### src/rtl/ahb_pkg.sv
// ahb_pkg: AHB-Lite encodings, SRAM geometry and controller state type
package ahb_pkg;
    localparam logic [1:0] HTRANS_IDLE   = 2'b00;
    localparam logic [1:0] HTRANS_BUSY   = 2'b01;
    localparam logic [1:0] HTRANS_NONSEQ = 2'b10;
    localparam logic [1:0] HTRANS_SEQ    = 2'b11;
    localparam logic [1:0] HRESP_OKAY    = 2'b00;
    localparam logic [1:0] HRESP_ERROR   = 2'b01;
    localparam int SRAM_AW = 12;
    localparam int SRAM_DW = 32;
    typedef enum logic [2:0] {
        ST_IDLE,
        ST_WR_DATA,
        ST_RD_DATA,
        ST_RD_STALL,
        ST_ERR1,
        ST_ERR2
    } state_t;
endpackage

### src/rtl/sram_ctr_ahb.sv
// sram_ctr_ahb: AHB-Lite slave bridging single-word transfers to a synchronous single-port SRAM
module sram_ctr_ahb
    import ahb_pkg::*;
#(
    parameter int AW = SRAM_AW,
    parameter int DW = SRAM_DW
) (
    input  logic          hclk,
    input  logic          hresetn,
    input  logic          hwrite,
    input  logic [1:0]    htrans,
    input  logic [2:0]    hsize,
    input  logic [31:0]   haddr,
    input  logic [2:0]    hburst,
    input  logic [DW-1:0] hwdata,
    output logic          hready,
    output logic [1:0]    hresp,
    output logic [DW-1:0] hrdata,
    output logic          sram_csn,
    output logic          sram_wen,
    output logic [AW-1:0] sram_a,
    output logic [DW-1:0] sram_d,
    input  logic [DW-1:0] sram_q
);
    state_t st, st_nx;
    logic [AW-1:0] a_q, a_last;
    logic [DW-1:0] d_last;
    logic acc, err_in, rd_early, use_a_q;
    logic unused_ok;
    assign unused_ok = ^{hburst, haddr[1:0], htrans[0]};
    assign acc = hresetn && hready && htrans[1];
    assign err_in = hsize > 3'd2 || |haddr[31:AW+2];
    // a read colliding with a write data phase loses the port and is replayed from a_q
    assign rd_early = acc && !hwrite && !err_in && st != ST_WR_DATA;
    assign use_a_q = st == ST_WR_DATA || st == ST_RD_STALL;
    always_comb
        st_nx = acc ? (err_in ? ST_ERR1 : hwrite ? ST_WR_DATA :
                       st == ST_WR_DATA ? ST_RD_STALL : ST_RD_DATA) :
                st == ST_RD_STALL ? ST_RD_DATA :
                st == ST_ERR1 ? ST_ERR2 : ST_IDLE;
    always_ff @(posedge hclk or negedge hresetn)
        if (!hresetn) begin
            st     <= ST_IDLE;
            a_q    <= '0;
            a_last <= '0;
            d_last <= '0;
        end else begin
            st     <= st_nx;
            a_last <= sram_a;
            d_last <= sram_d;
            if (acc) a_q <= haddr[AW+1:2];
        end
    assign hready = st != ST_RD_STALL && st != ST_ERR1;
    assign hresp = (st == ST_ERR1 || st == ST_ERR2) ? HRESP_ERROR : HRESP_OKAY;
    assign hrdata = st == ST_RD_DATA ? sram_q : '0;
    assign sram_csn = !(use_a_q || rd_early);
    assign sram_wen = st == ST_WR_DATA;
    assign sram_a = use_a_q ? a_q : rd_early ? haddr[AW+1:2] : a_last;
    assign sram_d = st == ST_WR_DATA ? hwdata : d_last;
endmodule

### config.mk
export PLATFORM = sky130hd
export DESIGN_NAME = sram_ctr_ahb
export DESIGN_NICKNAME = d
export VERILOG_FILES = /design/src/rtl/ahb_pkg.sv /design/src/rtl/sram_ctr_ahb.sv
export SDC_FILE = /design/constraint.sdc
export NUM_CORES = 1
export LEC_CHECK = 0
export CAP_MARGIN = 40
export CORE_UTILIZATION = 32
export CTS_CLUSTER_SIZE = 40
export DETAILED_ROUTE_END_ITERATION = 12
export PLACE_DENSITY = 0.79
export SLEW_MARGIN = 25
export SYNTH_ARGS = -nofsm -noshare
export SYNTH_HDL_FRONTEND = slang
export SYNTH_SLANG_ARGS = --single-unit
### constraint.sdc
create_clock -name hclk -period 1.8 [get_ports hclk]
set_input_delay 0.36 -clock hclk [delete_from_list [all_inputs] [get_ports hclk]]
set_output_delay 0.36 -clock hclk [all_outputs]
set_load 0.02 [all_outputs]
==> out/results.ini, run 1 <==
[place]
dp.cells=542
gp_congestion=0.7971
post-dp-hpwl_mm=6.655
portBuffers=180

[yosys]
syn_nets=352
syn_inst=245
syn_area_mm2=0.002809
ys_seq_area_share_pct=52.56
ys_types=27
synth-seq-cells=59
synth_edf_count=0
synth_area_leaders=dfrtp_1 (53%), mux2_2 (15%), and2_1 (7.6%)
yosysWarnings=0
synth_top_cell_area_share_pct=52.56
avgSynthCellArea_um2=11.47
synth_flop_cell=dfrtp_1
async_reset_ff_share_pct=100.0
netlist.top_cell.by_area=dfrtp_1

[global_routing]
grt_use_total_pct=21.37
overflow=0
grt_pass1_vias=2987
antenna_found_initial=0
grt_max_degree=60
grt_pass1_wl_mm=14.68

[critical_path]
path_buf_inv=5
slowest_stage=dfrtp_1
cpMostUsedCell=buf_6
critPathMaxFanout=6
end_kind=output port
reg2reg_setup_slack_ps=-460
slowest_delay_ps=410
r2r-start=st[1]
cp.required_ps=1440
start_kind=register
cp_top_family=buffers and inverters
crit_chain=buf_6 -> nand3b_1 -> buf_4 -> nor3b_4 -> buf_6 -> buf_12 -> nand4_1 -> a31oi_4 -> buf_6
worstSetupPathType=reg2out
worstPathArrival_ps=2130
worstSetupStartpoint=st[1]

[timing]
rsz0062_at_grt=true
finalCriticalPeriod_ps=2486
final-setup-viol-count=95
skew_ps=5.671
finalHoldViolCount=0
holdWs_ps=2.294
fmax_ghz=0.4023
fin_crit_sh_pct=138.1
report.final.slew_viol_count=0
setup_ws_ps=-685.8

[route]
drt_iter0_drc=89
routed-via-count=3058
ant_nets=0
routed_wl_mm=12.01
wl_per_cell_um=19.44
drc=0
drt-pass1-iter-count=4
viasPerCell=4.948

[outcome]
status=finished, violations left
violations=setup timing

[floorplan]
io_pins=188
dieArea_mm2=0.009157
coreArea_mm2=0.008341
rows=33
die_h_um=95.69
die_x_um=95.69
start_util_pct=33.68

[power]
power_density_mw_per_mm2=1499
p_leak_nw=2.924
ir_worst_vdd_uv=966.2

[clock_tree]
postCtsHoldBufs=0
clkSlewWorstSetupHoldPaths_ps=70
htreeDepth=3
cts_tree=yes
cts-root-buf=clkbuf_8
cts_buffers=9
clock_sinks=59
clk_path_buf_depth=2
clkLatencyLatePin_ps=340

[final_layout]
diodes=0
fin_nets=615
fin_cells=618
post_route_cells_drive_above_1_share_pct=59.45
area_growth_pct=137.8

[flow_run]
cap_violations=0

[min_path]
hp-class=in2async

final cells by class:
| type | count | area [µm²] |
|---|---|---|
| multi-input cells | 165 | 1896 |
| clock inverters | 7 | 92.59 |
| repair buffers | 272 | 2955 |
| well taps | 105 | 131.4 |
| fillers | 470 | 1662 |
| flip-flops and latches | 59 | 1476 |
| clock buffers | 9 | 123.9 |
| inverters | 1 | 3.754 |
report_power, final:
| part | leakage (nW) | total, mW | internal (mW) | switching, mW |
|---|---|---|---|---|
| clock network | 0.101 | 1.32 | 0.773 | 0.551 |
| registers | 0.688 | 2.32 | 1.99 | 0.327 |
| logic | 2.14 | 6.36 | 3.67 | 2.70 |
worst register-to-register path: cells and delay by family, from the launching register on:
kind            cells  cell delay (ps)
flops               1              410
compound gates      2              350
buf+inv            10             1200
simple gates        2              200
stage by stage:
step	instance area [µm²]	total power [mW]	TNS [ps]	setup slack (ps)	util, %
2_1_floorplan	3110	4.807	-503.8	-51.30	-
3_3_place_gp	5219	6.849	-48210	-1106	62.57
3_5_place_dp	5219	6.960	-49690	-1138	62.57
4_1_cts	5867	8.684	-36490	-663.9	70.34
5_1_grt	6679	10.44	-42000	-757.8	80.08
6_report	6679	10.01	-36680	-685.8	80.08
Yosys cell counts, types with 2 or more instances:
master and instances:
and2_1 34, clkbuf_1 7, buf_4 2, nand4_1 14, nor2b_1 13, nand2_1 6
nor4_1 4, buf_2 11, nor3b_1 3, mux2_1 6, o31ai_1 12, nor2_1 12
a31oi_1 12, dfrtp_1 59, mux2_2 38
sequential cells by signal, summed over array words and instances, names as in the netlist:
name    flops
st          3
a_last     12
d_last     32
a_q        12
cell families after synthesis:
kind of cell | count (synthesis) | synth area share (%)
flip-flops | 59 | 52.56
AND/OR/NAND/NOR | 94 | 19.73
other | 1 | 0.1335
buffers and inverters | 21 | 3.563
AO/OA/AOI/OAI | 26 | 6.370
multiplexers | 44 | 17.64
routing by layer:
metal	routed length (µm)	up-vias	track usage, %
met1	4413	1525	24.28
met5	0	-	0
met4	252	0	6.343
met3	690	23	5.055
li1	-	1393	-
met2	6654	117	39.52
repair_timing:
action                                  in CTS  in global routing
resized for setup                          444                214
endpoints found under the setup margin      84                100
pin swaps                                   31                 54
setup buffers                               29                 33
cloned                                       3                  5
layout by cell type, fill, tap and decap left out, types with 2 or more instances in the layout:
master           netlist  layout
a31oi_4                0      12
and2_4                 0      34
buf_12                 0      11
buf_2                 11       2
buf_4                  2      34
buf_6                  0     118
bufinv_16              0       2
clkbuf_16              0       5
clkbuf_2               0       2
clkbuf_8               0       9
clkdlybuf4s15_1        0       5
clkdlybuf4s50_1        0      79
clkinv_2               0       2
clkinvlp_4             0       3
dfrtp_1               59      59
dlygate4sd2_1          0      14
mux2_2                38       7
mux2_4                 0      37
nand2_1                6       5
nand4_1               14      14
nor2_1                12      12
nor2b_1               13      13
nor3b_4                0       3
nor4_2                 0       3
o31ai_4                0      12
final timing paths:
path,endpoint,cells past startpoint
setup / recovery,sram_a[5],9
hold / removal,d_last[12],2
setup reg to reg,a_last[5],14
hold reg to reg,d_last[13],1
max in group asynchronous,a_q[2],3
min in group hclk,d_last[13],1
Power figures use the tool's default switching activity.
==> run 2, diff against run 1 <==
Settings changed: ABC_CLOCK_PERIOD_IN_PS set to 1800.
==> results of run 2 <==
Same layout as run 1: the final DEF is identical, and so are final timing and power.
==> run 3, diff against run 2 <==
Settings changed: CORE_MARGIN set to 3, PLACE_DENSITY 0.79 to 0.76.
==> out/results.ini, run 3 (synthesis results as in run 1) <==
[outcome]
status=finished, violations left
violations=setup timing

[clock_tree]
cts_buffers=9
cts-root-buf=clkbuf_8
clk_path_buf_depth=2
cts_tree=yes
htreeDepth=3
clock_sinks=59
clkLatencyLatePin_ps=350
clkSlewWorstSetupHoldPaths_ps=70

[place]
gp_congestion=0.7927
placed_cell_area_mm2=0.005213
post-dp-hpwl_mm=7.035
dp.cells=542
portBuffers=180

[power]
power_density_mw_per_mm2=1477
p_leak_nw=3.018
swShare_pct=35.98
net-switching-power_mw=3.626
seqPwrFrac_pct=23.0
p_comb_share_pct=64.5
ir_worst_vdd_uv=986.5
power_mw=10.08
p_int_mw=6.451
clock_power_share_pct=12.5

[critical_path]
worstPathArrival_ps=2230
slowest_stage=clkdlybuf4s50_1
start_kind=input pin
worstSetupPathType=in2out
cp.required_ps=1440
critPathMaxFanout=5
slowest_delay_ps=440
end_kind=output port
crit_chain=clkdlybuf4s50_1 -> nor3_2 -> nand4_1 -> buf_4 -> bufbuf_16 -> o31ai_4 -> a31oi_4 -> buf_6

[route]
ant_nets=0
routed-via-count=3233
viasPerCell=5.091
drt_iter0_drc=81
drt-pass1-iter-count=4
drc=0
wl_per_cell_um=20.12
routed_wl_mm=12.78

[floorplan]
rows=33
die_x_um=99.69
dieArea_mm2=0.009938
io_pins=188
start_util_pct=33.51
coreArea_mm2=0.008382
die_h_um=99.69

[timing]
fin_crit_sh_pct=144.0
rsz0062_at_grt=true
finalHoldViolCount=0
fmax_ghz=0.3859
holdWs_ps=488.8
skew_ps=4.884
final-setup-viol-count=96
report.final.slew_viol_count=0
setup_ws_ps=-791.3
finalCriticalPeriod_ps=2591

[final_layout]
reg.largest.list=d_last: 32 flops, a_last: 12 flops, a_q: 12 flops
largest_reg_flops=32
fin_area_mm2=0.006822
final_cell_mix=buf_6 (114), clkdlybuf4s50_1 (88), dfrtp_1 (59)
final_common_cell=buf_6
multi_input_area_mm2=0.001861
fin_cells=635
fin_nets=632
post_route_cells_drive_above_1_share_pct=60.19
ff_latch_area_mm2=0.001476
fillers=450
diodes=0
finish.utilization_pct=81.39
largest_register=d_last
area_growth_pct=142.9

[global_routing]
antenna_found_initial=0
grt_pass1_wl_mm=18.13
grt_pass1_vias=3399
overflow=0
grt_use_total_pct=23.59
grt_max_degree=60

[flow_run]
cap_violations=0

[min_path]
hp-class=in2async

## run 3: layer usage
metal | up-vias | global-route usage [%] | wire length (µm)
li1 | 1438 | - | -
met1 | 1601 | 27.39 | 4556
met2 | 158 | 42.12 | 7029
met3 | 36 | 7.153 | 821
met4 | 0 | 6.092 | 368
met5 | - | 0 | 0
## run 3: layout make-up
class,count,share of cell area [%]
clock buffers,10,2.018
clock inverters,6,0.9538
inverters,1,0.05503
multi-input cells,165,27.27
flip-flops and latches,59,21.64
well taps,105,1.926
repair buffers,289,46.13
## run 3: power groups by stage
stage / clock, mW / sequential (mW) / combinational, mW
2_1_floorplan: 0 / 2.17 / 2.63
3_3_place_gp: 0 / 2.22 / 4.59
3_5_place_dp: 0 / 2.25 / 4.66
4_1_cts: 1.28 / 2.29 / 6.18
5_1_grt: 1.35 / 2.39 / 6.81
6_report: 1.26 / 2.32 / 6.50
## run 3: worst paths after layout
kind / start / endpoint / slack, ps / cells after the start
max: haddr[28] / sram_a[1] / -790 / 8
min reg2reg: d_last[21] / d_last[21] / 500 / 1
min in group hclk: d_last[21] / d_last[21] / 500 / 1
max in group asynchronous: hresetn / d_last[13] / 820 / 4
max reg2reg: st[2] / a_q[3] / -260 / 10
min: hresetn / a_q[5] / 490 / 3
## run 3: through the flow
step	setup WS (ps)	TNS (ps)
final	-791.3	-40620
after CTS	-684.6	-33040
after global routing	-839.3	-48900
after floorplan	-51.30	-503.8
after global placement	-1064	-44060
after detailed placement	-1142	-46090
## run 3: timing repair
item	CTS	global route
gates cloned	7	0
endpoints found under the hold margin	0	5
endpoints found under the setup margin	80	95
buffers inserted	50	25
pin swaps	31	55
hold buffers	0	1
gates resized for setup	587	44
## run 3: critical path, delay by kind of cell
family	cells	cell delay, ps
buffers and inverters	4	1050
AND/OR/NAND/NOR	2	380
AO/OA/AOI/OAI	2	430
